--- src/rtl/fetch_unit.sv ---
// fetch_unit: instruction-fetch stage ahead of the controller's DECODE step.
// Issues a BRAM read for the requested PC, waits out the read latency,
// captures the returned word and pulses fetch_done with it. Also flags the
// program-end (halt) opcode.
// Optional feature macro: FETCH_PERF_EN (saturating completed-fetch counter).
//
// state   | meaning
// --------+-----------------------------------------------------------
// IDLE    | waiting for fetch_req
// ISSUE   | first read cycle; mem_en/mem_ren/mem_addr driven
// WAIT    | remaining read cycles; counter walks down to 1
// CAPTURE | instr_out/pc_out/halt valid, fetch_done pulsed
//
// mem_dout is taken on the READ_LAT-th cycle that mem_ren is high (the last
// ISSUE/WAIT cycle), so instr_out is already valid during the fetch_done cycle.
module fetch_unit #(
  parameter int          ADDR_W      = 16,
  parameter int          READ_LAT    = 3,
  parameter logic [5:0]  HALT_OPCODE = 6'b111111
) (
  input  logic              clk,
  input  logic              reset_n,
  input  logic              fetch_req,
  input  logic [31:0]       pc_in,
  input  logic              flush,
  output logic              mem_en,
  output logic              mem_ren,
  output logic [ADDR_W-1:0] mem_addr,
  input  logic [31:0]       mem_dout,
  output logic [31:0]       instr_out,
  output logic [31:0]       pc_out,
  output logic [31:0]       pc_plus1,
  output logic              fetch_done,
  output logic              busy,
  output logic              halt,
  output logic [31:0]       fetch_count
);

  typedef enum logic [1:0] {
    S_IDLE    = 2'd0,
    S_ISSUE   = 2'd1,
    S_WAIT    = 2'd2,
    S_CAPTURE = 2'd3
  } state_t;

  state_t      state_q, state_d;
  logic [31:0] pc_lat_q, pc_lat_d;
  logic [3:0]  wait_q, wait_d;
  logic [31:0] instr_q, pc_out_q, pc_plus1_q;
  logic        halt_q;
  logic        capture_en;

  // State, latched PC and wait counter registers
  always_ff @(posedge clk or negedge reset_n) begin
    if (!reset_n) begin
      state_q  <= S_IDLE;
      pc_lat_q <= '0;
      wait_q   <= '0;
    end else begin
      state_q  <= state_d;
      pc_lat_q <= pc_lat_d;
      wait_q   <= wait_d;
    end
  end

  // Next-state logic; flush wins over completion while the read is in flight
  always_comb begin
    state_d    = state_q;
    pc_lat_d   = pc_lat_q;
    wait_d     = wait_q;
    capture_en = 1'b0;
    case (state_q)
      S_IDLE: begin
        if (fetch_req && !flush) begin
          pc_lat_d = pc_in;
          state_d  = S_ISSUE;
        end
      end
      S_ISSUE: begin
        if (flush) begin
          state_d = S_IDLE;
        end else if (READ_LAT == 1) begin
          state_d    = S_CAPTURE;
          capture_en = 1'b1;
        end else begin
          wait_d  = 4'(READ_LAT - 1);
          state_d = S_WAIT;
        end
      end
      S_WAIT: begin
        if (flush) begin
          state_d = S_IDLE;
        end else if (wait_q == 4'd1) begin
          state_d    = S_CAPTURE;
          capture_en = 1'b1;
        end else begin
          wait_d = wait_q - 4'd1;
        end
      end
      S_CAPTURE: begin
        state_d = S_IDLE;
      end
      default: begin
        state_d = S_IDLE;
      end
    endcase
  end

  // Instruction register and companions, loaded on the last read cycle
  always_ff @(posedge clk or negedge reset_n) begin
    if (!reset_n) begin
      instr_q    <= '0;
      pc_out_q   <= '0;
      pc_plus1_q <= '0;
      halt_q     <= 1'b0;
    end else if (capture_en) begin
      instr_q    <= mem_dout;
      pc_out_q   <= pc_lat_q;
      pc_plus1_q <= pc_lat_q + 32'd1;
      halt_q     <= (mem_dout[31:26] == HALT_OPCODE);
    end
  end

  assign mem_en     = (state_q == S_ISSUE) || (state_q == S_WAIT);
  assign mem_ren    = mem_en;
  assign mem_addr   = pc_lat_q[ADDR_W-1:0];
  assign instr_out  = instr_q;
  assign pc_out     = pc_out_q;
  assign pc_plus1   = pc_plus1_q;
  assign halt       = halt_q;
  assign fetch_done = (state_q == S_CAPTURE);
  assign busy       = (state_q != S_IDLE);

`ifdef FETCH_PERF_EN
  logic [31:0] count_q, count_d;

  // Saturating count of completed fetches
  always_comb begin
    count_d = count_q;
    if (fetch_done && (count_q != 32'hFFFF_FFFF)) begin
      count_d = count_q + 32'd1;
    end
  end

  // Completed-fetch counter register
  always_ff @(posedge clk or negedge reset_n) begin
    if (!reset_n) begin
      count_q <= '0;
    end else begin
      count_q <= count_d;
    end
  end

  assign fetch_count = count_q;
`else
  assign fetch_count = '0;
`endif

endmodule

--- config.mk ---
export PLATFORM = sky130hd
export DESIGN_NAME = fetch_unit
export DESIGN_NICKNAME = d
export VERILOG_FILES = /design/src/rtl/fetch_unit.sv
export SDC_FILE = /design/constraint.sdc
export NUM_CORES = 1
export LEC_CHECK = 0
export ABC_CLOCK_PERIOD_IN_PS = 2600
export CORE_ASPECT_RATIO = 1.1
export CORE_MARGIN = 2
export CORE_UTILIZATION = 40
export CTS_CLUSTER_DIAMETER = 30
export DETAILED_ROUTE_END_ITERATION = 8
export GPL_TIMING_DRIVEN = 0
export PLACE_DENSITY = 0.72
export REMOVE_ABC_BUFFERS = 1
export SLEW_MARGIN = 20
export SYNTH_ARGS = -nofsm -noshare
export SYNTH_HDL_FRONTEND = slang
export SYNTH_SLANG_ARGS = --single-unit
--- constraint.sdc ---
create_clock -name clk -period 2.6 [get_ports clk]
set_input_delay 0.52 -clock clk [delete_from_list [all_inputs] [get_ports clk]]
set_output_delay 0.52 -clock clk [all_outputs]
set_load 0.01 [all_outputs]
== After elaboration in Yosys (flattened, before gate mapping) ==
Cells that the tools add are included.

* $add $sub $neg: 2
* Eq/ne operators: 10
* Multiplexer cells: 12
* Reduce and logical (&&, ||, !) cells: 9

{| class="wikitable"
|+ Operators with widths
! operator !! number
|-
| 32-bit by 1-bit adder with 32-bit output (second input constant) || 1
|-
| 4-bit two-way mux || 3
|-
| 2-bit two-way mux || 4
|-
| 2-bit inequality test (second input constant) || 4
|-
| 2-bit case mux with 4 select lines || 1
|-
| 4-bit case mux with 2 select lines || 1
|-
| 6-bit == test (second input constant) || 1
|-
| 2-bit == test (second input constant) || 2
|-
| 4-bit by 1-bit == test with 1-bit output (second input constant) || 1
|-
| 2-bit AND reduction || 2
|-
| 4-bit AND reduction || 1
|-
| 2-bit nonzero test || 2
|-
| 4-bit by 1-bit subtractor with 4-bit output (second input constant) || 1
|-
| 1-bit two-way mux || 3
|-
| 3-bit inequality test (second input constant) || 1
|-
| 2-bit by 1-bit == test with 1-bit output (second input constant) || 1
|-
| 2-bit logical NOT || 1
|-
| 1-bit logical AND || 1
|-
| 1-bit logical NOT || 1
|-
| 1-bit logical OR || 1
|}

* Register bits: 135
* Input port bits: 68
* Output and inout bits: 149
* Logic and storage cells: 40

== Logic depth before layout (Yosys ltp) ==
Gate-level depths: netlist of run 1.

* Depth after elaboration: 4
* Gate-level depth with buffers: 8
* Mapped depth without buffers: 7

== Worst setup path before layout of run 1 ==
Ideal clock, no wire load.

* Path type: reg-to-reg
* Start point: register state_q[0]
* End point: register instr_q[0] (netlist: instr_out[0])
* Library setup time: 0.125 ns
* Arrival: 1.799 ns
* Required time: 2.475 ns
* Path slack: 0.676 ns
* Stages on the path, launching flop included: 8
* Buffers on the path: 2
* Clock period less this slack: 1.924 ns
* Path through: dfrtp_1 -> inv_1 -> ha_1 -> nor2b_1 -> nand2_1 -> clkbuf_1 -> buf_2 -> mux2_2

* Cells in the longest elaborated chain, start to end: 2

{| class="wikitable"
|+ RTL lines
! element !! RTL line !! source
|-
| start: declaration || 46 || <nowiki>state_t state_q, state_d;</nowiki>
|-
| start signal: assignment || 60 || <nowiki>state_q <= state_d;</nowiki>
|-
| 2-bit == test || 72 || <nowiki>case (state_q)</nowiki>
|-
| 1-bit two-way mux || 72 ||
|-
| end signal: assignment || 117 || <nowiki>instr_q <= mem_dout;</nowiki>
|-
| end: declaration || 49 || <nowiki>logic [31:0] instr_q, pc_out_q, pc_plus1_q;</nowiki>
|}

Every way passes these cells.
A chain may end at the register's enable or synchronous reset.

== Worst setup path after layout of run 1 ==
* Start point: register state_q[0]
* End point: register instr_q[2] (netlist: instr_out[2])

The elaborated chain is that of the path after synthesis.

==> flow_summary_export.csv, run 1 <==
group,metric,value,unit
global_route,grt_first_pass_wirelength,21700,um
timing,fin_crit_sh,0.914,
global_route,antenna_found_initial,0,
critical_path,critPathKind,"reg2reg",
critical_path,cp.required,2890,ps
floorplanning,dieArea,16300,um2
floorplanning,initial_utilization,0.408,
timing,setup_slack,223,ps
synthesis,synth-edff-count,0,
synthesis,syn-cell-area,6140,um2
critical_path,worst_r2r_endpoint,"instr_out[2]",
floorplanning,rows,47,
pwr,power.switching,2.18,mW
synthesis,synth_flop_cell,"dfrtp_1",
critical_path,critPathMaxFanout,62,
synthesis,syn_inst,494,
layout,layout-drive-gt1-share,0.207,
detailed_routing,drt-initial-drc-count,105,
synthesis,yosysWarnings,0,
clock_tree,cts_buffer_depth,2,
timing,fin_tns_setup,0,ps
layout,fin_util,0.567,
synthesis,yosysTopAreaCellShare,0.551,
clock_tree,cts_resized,0,
timing,whs,23.6,ps
detailed_routing,wl,13700,um
layout,antenna_cells,0,
clock_tree,cts_max_level,4,
clock_tree,clockRootBuffer,"clkbuf_16",
flow_run,max_cap_viol_count,0,
placement,placed_cells,840,
detailed_routing,via_count,4146,
placement,numPortBuffers,184,
pwr,pwr-share-seq,0.426,
pwr,peakVddDrop,0.561,mV
synthesis,synth_commonest_cells,"dfrtp_1, mux2_2, buf_4",
pwr,p_sw_frac,0.302,
global_route,track_usage,0.172,
floorplanning,die_w,122,um
detailed_routing,viasPerCell,4.76,
clock_tree,insertion_delay,410,ps
critical_path,crit_arrival,2670,ps
clock_tree,cts.sinks,135,
global_route,grt_pass1_vias,4189,
synthesis,synth_seq_cells,135,
timing,clock-skew-final,6.76,ps
floorplanning,core,15100,um2
timing,max_freq,0.421,GHz
timing,slew_headroom,0.540,
pwr,pwr-share-comb,0.274,
placement,place_congestion,0.724,
clock_tree,cts_made_buffers,17,
detailed_routing,first_pass_iters,4,
global_route,met2_usage,0.286,
pwr,p_int,5.04,mW
synthesis,syn_area_per_cell,12.4,um2
layout,area.growth.synth_to_final,39.2,%
hold_path,hold_path_class,"in2async",
critical_path,r2r-start,"state_q[0]",
critical_path,r2r_cells,7,
synthesis,synth_async_sr_flop_share,1.00,
floorplanning,fp.dieH,134,um
synthesis,synth_cell_types,39,
clock_tree,path_clk_slew,60,ps
timing,finalHoldViolations,0,
pwr,power_density,844,nW/um2
pwr,clock_power_share,0.300,
layout,final_cell_count_no_fill,871,
clock_tree,hold_buffers,0,
placement,dp_slack,63.3,ps
detailed_routing,wire_per_inst,15.7,um
floorplanning,ioPinCount,217,
timing,setup_violations,0,
critical_path,r2r_slack,220,ps
clock_tree,tritoncts,"built",
synthesis,yosysMostFrequentCell,"dfrtp_1",
layout,fin_nets,739,
timing,finalCriticalPeriod,2380,ps
detailed_routing,detail-route-antenna-nets,0,
detailed_routing,route.detailed.drc,0,
critical_path,start_kind,"register",
global_route,overflow,0,
timing,worst_pin_slew,685,ps
pwr,p_leak,3.86,nW
timing,timing.final.max_slew_violations,0,
global_route,grt_util_met1,0.206,
timing,rsz0062_at_grt,"no",
placement,hpwlAfterDp,9840,um
clock_tree,post-cts-setup-buffers,0,
synthesis,yosysTopAreaCell,"dfrtp_1",
global_route,grt_max_degree,77,
global_route,busiest_layer,"met2",
critical_path,crit_path_end_kind,"register",
synthesis,synth.area.top_cells,"dfrtp_1, mux2_2, buf_4",
synthesis,yosysSeqAreaShare,0.551,
run_status,status,"complete, no violations",
global_route,grt_use_met3,0.0591,
-- routing by layer --
metal,up-vias,share of wire
met2,156,0.49
met3,21,0.077
met5,-,0
met4,0,0.020
met1,2008,0.41
li1,1961,-
-- how the worst max path moves through the flow --
stage,start,to,slack (ps),cells after the start
4_1_cts,state_q[0],instr_out[2],220,7
2_1_floorplan,state_q[0],instr_out[0],-1110,5
3_3_place_gp,reset_n,instr_out[28],-4230,1
5_1_grt,state_q[0],instr_out[2],80,7
3_5_place_dp,flush,instr_out[2],60,6
6_report,state_q[0],instr_out[2],220,7
-- cell families (layout without fill, tap and decap cells) --
group,after synthesis,count (layout),synth area share
xor gates and xnor gates,30,30,0.0428
DFF,135,135,0.551
muxes,96,96,0.176
adders and majority gates,8,8,0.0163
and+or+nand+nor,100,100,0.0920
other,1,32,0.000611
AOI/OAI and AO/OA,46,46,0.0426
buffers and inverters,78,228,0.0789
-- state kept, by name (all words and copies together), names as in the netlist --
| register | count |
|---|---|
| pc_out | 32 |
| wait_q | 4 |
| instr_out | 32 |
| pc_lat_q | 32 |
| halt | 1 |
| state_q | 2 |
| pc_plus1 | 32 |
-- power by group through the flow --
| stage | clock network, mW | logic [mW] | registers (mW) |
|---|---|---|---|
| floorplan | 0 | 0.898 | 3.10 |
| global placement | 0 | 1.92 | 3.08 |
| detailed placement | 0 | 1.99 | 3.11 |
| CTS | 2.23 | 2.00 | 3.07 |
| global route | 2.34 | 2.14 | 3.16 |
| finish | 2.17 | 1.97 | 3.07 |
-- cell usage in the layout, fill, tap and decap left out, types with 3 or more instances in the layout --
cell type        synthesis  routed
clkdlybuf4s50_1          0     183
dfrtp_1                135     135
mux2_2                  96      96
nand2_1                 44      43
conb_1                   1      32
o21ai_0                 30      30
xor2_1                  17      17
clkbuf_16                0      17
xnor2_1                 13      13
nand4_1                 12      12
nand3_1                 11      10
inv_1                    9       9
ha_1                     8       8
nor2_1                   7       7
clkinv_2                 0       7
o21ai_1                  5       5
and3_1                   5       5
and4_1                   4       4
a22o_1                   4       4
clkbuf_1                10       3
buf_16                   0       3
-- per-stage QoR --
step                      cell area, um2  total power, mW
after floorplan                     5800             3.99
after global placement              7890             5.00
after detailed placement            8010             5.10
after CTS                           8540             7.31
after global routing                8540             7.63
final                               8540             7.21
-- worst max-delay path, stage by stage, from the launching register on --
cell and delay [ps]:
dfrtp_1 410, inv_1 110, ha_1 290, nor2b_1 200, nand2_4 250, buf_12 290, buf_16 280, mux2_2 370
-- layout make-up --
cell class                 instances  area [um2]
tap                              196         245
multi-input combinational        312        2400
timing repair buffer             188        1950
clock buffer                      21         450
clock inverter                    10        81.3
sequential                       135        3380
inverter                           9        33.8
fill                            1260        6510
(Power assumes the default switching activity.)
==> run 2: changes to the inputs <==
--- a/config.mk
+++ b/config.mk
@@ -7,11 +7,9 @@
 export LEC_CHECK = 0
 export ABC_CLOCK_PERIOD_IN_PS = 2600
 export CORE_ASPECT_RATIO = 1.1
-export CORE_MARGIN = 2
 export CORE_UTILIZATION = 40
 export CTS_CLUSTER_DIAMETER = 30
 export DETAILED_ROUTE_END_ITERATION = 8
-export GPL_TIMING_DRIVEN = 0
 export PLACE_DENSITY = 0.72
 export REMOVE_ABC_BUFFERS = 1
 export SLEW_MARGIN = 20
==> flow_summary_export.csv, run 2 (synthesis results as in run 1) <==
group,metric,value,unit
global_route,antenna_found_initial,0,
clock_tree,hold_buffers,0,
clock_tree,tritoncts,"built",
pwr,p_int,5.11,mW
layout,final_cell_count_no_fill,872,
layout,fin_nets,742,
layout,seq_area,3380,um2
clock_tree,cts_made_buffers,17,
pwr,clock_power_share,0.303,
pwr,power_density,850,nW/um2
layout,layout-drive-gt1-share,0.207,
floorplanning,core,15000,um2
layout,antenna_cells,0,
detailed_routing,first_pass_iters,4,
timing,clock-skew-final,5.03,ps
pwr,p_sw_frac,0.297,
timing,setup_slack,300,ps
critical_path,slowest_delay,540,ps
placement,numPortBuffers,184,
pwr,p_leak,3.86,nW
floorplanning,initial_utilization,0.409,
detailed_routing,viasPerCell,4.80,
floorplanning,rows,47,
run_status,status,"complete, no violations",
critical_path,start_kind,"register",
critical_path,crit_path_end_kind,"output port",
detailed_routing,detail-route-antenna-nets,0,
critical_path,slowest_stage,"clkdlybuf4s50_1",
global_route,grt_pass1_vias,4387,
placement,hpwlAfterDp,9880,um
floorplanning,fp.dieH,132,um
timing,whs,15.4,ps
timing,fin_tns_setup,0,ps
placement,placed_cells,843,
timing,setup_violations,0,
global_route,overflow,0,
layout,final_cell_mix,"clkdlybuf4s50_1, dfrtp_1, mux2_2",
critical_path,critPathKind,"reg2out",
layout,n_fill_cell,1290,
floorplanning,die_w,120,um
placement,dp_slack,491,ps
critical_path,cp.required,2080,ps
pwr,pwr-share-comb,0.272,
timing,slew_headroom,0.565,
clock_tree,cts_resized,0,
timing,finalHoldViolations,0,
floorplanning,dieArea,15800,um2
detailed_routing,route.detailed.drc,0,
global_route,grt_max_degree,67,
clock_tree,cts_max_level,4,
clock_tree,path_clk_slew,50,ps
flow_run,max_cap_viol_count,0,
detailed_routing,drt-initial-drc-count,137,
detailed_routing,via_count,4184,
clock_tree,insertion_delay,410,ps
layout,area.growth.synth_to_final,39.3,%
clock_tree,clockRootBuffer,"clkbuf_16",
placement,place_congestion,0.757,
global_route,track_usage,0.181,
critical_path,critPathMaxFanout,4,
timing,rsz0062_at_grt,"no",
critical_path,crit_arrival,1780,ps
pwr,power.switching,2.16,mW
clock_tree,cts_buffer_depth,2,
detailed_routing,wl,13700,um
timing,max_freq,0.435,GHz
global_route,grt_first_pass_wirelength,22300,um
timing,finalCriticalPeriod,2300,ps
timing,worst_pin_slew,646,ps
hold_path,hold_path_class,"in2async",
timing,timing.final.max_slew_violations,0,
detailed_routing,wire_per_inst,15.7,um
clock_tree,cts.sinks,135,
clock_tree,post-cts-setup-buffers,0,
layout,final_common_cell,"clkdlybuf4s50_1",
pwr,peakVddDrop,0.739,mV
critical_path,cp_cell_sequence,"inv_1 > ha_1 > clkdlybuf4s50_1",
pwr,pwr-share-seq,0.425,
layout,multi_input_area,2400,um2
timing,fin_crit_sh,0.885,
floorplanning,ioPinCount,217,
## run 2: cell types whose count changed in the layout (fill, tap and decap cells not counted), sizes merged
cell      previous run  this run
clkinvlp             1         0
clkbuf              21        25
buf                  5         8
clkinv               8         3
## run 2: cell type report
type,count,share of cell area
clock inverter,4,0.00527
sequential,135,0.395
inverter,9,0.00395
timing repair buffer,191,0.228
multi-input combinational,312,0.281
clock buffer,25,0.0580
tap,196,0.0287
## run 2: worst paths after layout
check / slack, ps / cells past startpoint / from / end
setup / recovery: 300 / 3 / state_q[0] / mem_en
hold / removal: 20 / 1 / reset_n / instr_out[21]
max in group asynchronous: 1940 / 2 / reset_n / instr_out[29]
setup reg to reg: 640 / 6 / state_q[0] / instr_out[24]
hold reg to reg: 480 / 2 / pc_plus1[26] / pc_plus1[26]
min in group clk: 480 / 2 / pc_plus1[26] / pc_plus1[26]
## run 2: worst max-delay path, delay by kind of cell (launching register included)
kind                       cells  cell delay, ps
DFF                            1             410
adders and majority gates      1             320
buffers and inverters          2             640
## run 2: per-stage QoR
| stage | total power, mW | util | instance area [um2] |
|---|---|---|---|
| 3_3_place_gp | 5.03 | 0.534 | 8010 |
| 6_report | 7.26 | 0.570 | 8550 |
| 2_1_floorplan | 3.99 | - | 5800 |
| 4_1_cts | 7.36 | 0.570 | 8550 |
| 3_5_place_dp | 5.11 | 0.534 | 8010 |
| 5_1_grt | 7.68 | 0.570 | 8550 |
## run 2: routing by layer
metal | global-route usage | vias to the layer above | wire [um] | share of wire
met2 | 0.307 | 137 | 6930 | 0.51
met3 | 0.0549 | 19 | 807 | 0.059
met4 | 0.0583 | 0 | 201 | 0.015
met5 | 0 | - | 0 | 0
met1 | 0.219 | 2057 | 5740 | 0.42
li1 | - | 1971 | - | -
## run 2: power groups by stage
stage,clock [mW],combinational (mW),sequential [mW]
after CTS,2.26,2.00,3.09
after global routing,2.35,2.15,3.18
after detailed placement,0,1.99,3.12
final,2.20,1.97,3.09
after global placement,0,1.94,3.09
after floorplan,0,0.898,3.10
==> run 3: changes to the inputs <==
--- a/config.mk
+++ b/config.mk
@@ -6,11 +6,11 @@
 export NUM_CORES = 1
 export LEC_CHECK = 0
 export ABC_CLOCK_PERIOD_IN_PS = 2600
+export CAP_MARGIN = 20
 export CORE_ASPECT_RATIO = 1.1
 export CORE_UTILIZATION = 40
-export CTS_CLUSTER_DIAMETER = 30
 export DETAILED_ROUTE_END_ITERATION = 8
-export PLACE_DENSITY = 0.72
+export DONT_BUFFER_PORTS = 1
 export REMOVE_ABC_BUFFERS = 1
 export SLEW_MARGIN = 20
 export SYNTH_ARGS = -nofsm -noshare
==> flow_summary_export.csv, run 3 (synthesis results as in run 1) <==
group,metric,value,unit
timing,fin_tns_setup,0,ps
clock_tree,tritoncts,"built",
timing,rsz0062_at_grt,"no",
timing,clock-skew-final,4.77,ps
global_route,grt_max_degree,136,
layout,final_common_cell,"dfrtp_1",
timing,slew_headroom,0.594,
layout,final_cell_mix,"dfrtp_1, mux2_2, nand2_1",
detailed_routing,wl_met3,1060,um
detailed_routing,wl,12300,um
detailed_routing,met1_length,4970,um
run_status,status,"finished, violations left",
timing,timing.final.max_slew_violations,0,
timing,fin_crit_sh,0.807,
clock_tree,cts_buffer_depth,2,
layout,fin_nets,555,
detailed_routing,via_count,3505,
detailed_routing,wire_per_inst,17.9,um
critical_path,crit_path_end_kind,"register",
clock_tree,cts_made_buffers,17,
detailed_routing,drt-initial-drc-count,133,
floorplanning,core,15000,um2
layout,n_fill_cell,1394,
timing,finalCriticalPeriod,2100,ps
global_route,track_usage,0.164,
layout,seq_area,3380,um2
floorplanning,rows,47,
layout,layout-drive-gt1-share,0.281,
floorplanning,die_w,120,um
placement,place_congestion,0.739,
hold_path,hold_path_class,"in2async",
critical_path,crit_arrival,2390,ps
clock_tree,cts_max_level,4,
critical_path,start_kind,"register",
global_route,grt_pass1_vias,3550,
layout,multi_input_area,2400,um2
run_status,violations,"hold timing",
global_route,antenna_found_initial,1,
detailed_routing,top_layer,"met4",
floorplanning,ioPinCount,217,
flow_run,max_cap_viol_count,0,
timing,max_freq,0.477,GHz
clock_tree,cts.sinks,135,
detailed_routing,detail-route-antenna-nets,0,
layout,antenna_cells,0,
critical_path,critPathMaxFanout,61,
clock_tree,path_clk_slew,60,ps
critical_path,critPathKind,"reg2reg",
detailed_routing,route.met2.wl,6100,um
timing,finalHoldViolations,135,
floorplanning,fp.dieH,132,um
detailed_routing,first_pass_iters,4,
pwr,power_density,987,nW/um2
layout,area.growth.synth_to_final,8.89,%
detailed_routing,viasPerCell,5.10,
pwr,p_leak,3.17,nW
critical_path,cp.required,2890,ps
timing,worst_pin_slew,604,ps
floorplanning,initial_utilization,0.409,
timing,whs,-199,ps
clock_tree,clockRootBuffer,"clkbuf_16",
pwr,p_total,6.60,mW
floorplanning,dieArea,15800,um2
timing,setup_violations,0,
global_route,grt_first_pass_wirelength,19800,um
clock_tree,insertion_delay,410,ps
pwr,peakVddDrop,0.495,mV
placement,numPortBuffers,0,
global_route,overflow,0,
detailed_routing,route.detailed.drc,0,
placement,hpwlAfterDp,8670,um
-- run 3: cell types whose count changed in the layout (fill, tap and decap cells not counted) --
| cell | change |
|---|---|
| bufinv_16 | +1 |
| clkinvlp_4 | +2 |
| buf_6 | -1 |
| clkdlybuf4s50_1 | -183 |
| clkbuf_8 | -2 |
| buf_4 | -1 |
| clkinv_4 | +1 |
| buf_12 | -2 |
-- run 3: worst max-delay path: stages (launching register included) --
cell and delay [ps]:
dfrtp_1 410, inv_1 120, ha_1 290, nor2b_1 300, nand2_4 240, buf_12 280, mux2_2 310
-- run 3: worst paths after layout --
check                      startpoint            end  slack (ps)  cells after the start
max reg2reg                state_q[0]  instr_out[25]         500                      6
min in group clk            pc_in[12]   pc_lat_q[12]         250                      1
max                        state_q[0]  instr_out[25]         500                      6
max in group asynchronous     reset_n  instr_out[27]        2650                      0
min                           reset_n      pc_out[0]        -200                      0
min reg2reg                      halt           halt         550                      2
-- run 3: stage by stage --
stage | utilization | cells | area (um2) | hold slack [ps] | worst slack [ps]
6_report | 0.446 | 687 | 6680 | -199 | 503
5_1_grt | 0.446 | 687 | 6680 | -226 | 365
4_1_cts | 0.446 | 687 | 6680 | -224 | 497
3_5_place_dp | 0.408 | 656 | 6110 | 226 | 493
3_3_place_gp | 0.408 | 656 | 6110 | 227 | 583
2_1_floorplan | - | 456 | 5800 | 224 | -1110
-- run 3: final cells by class --
type                    instances  area share
clock buffers                  23      0.0700
clock inverters                 8      0.0148
inverters                       9     0.00506
multi-input cells             312       0.360
flip-flops and latches        135       0.506
well taps                     196      0.0367
repair buffers                  4     0.00824
-- run 3: report_power, final --
part           total [mW]  switching, mW  internal (mW)
combinational        1.03          0.456          0.576
sequential           3.26          0.731           2.53
clock                2.30          0.852           1.45
-- run 3: timing repair --
action                                 4_1_cts  5_1_grt
buffers inserted                             0        0
resized for setup                            0        0
endpoints found under the hold margin      135      135
-- run 3: layer usage --
metal  GRT usage  up-vias
met5           0        -
met1       0.191     1741
li1            -     1600
met2       0.266      151
met3      0.0657       13
met4      0.0708        0
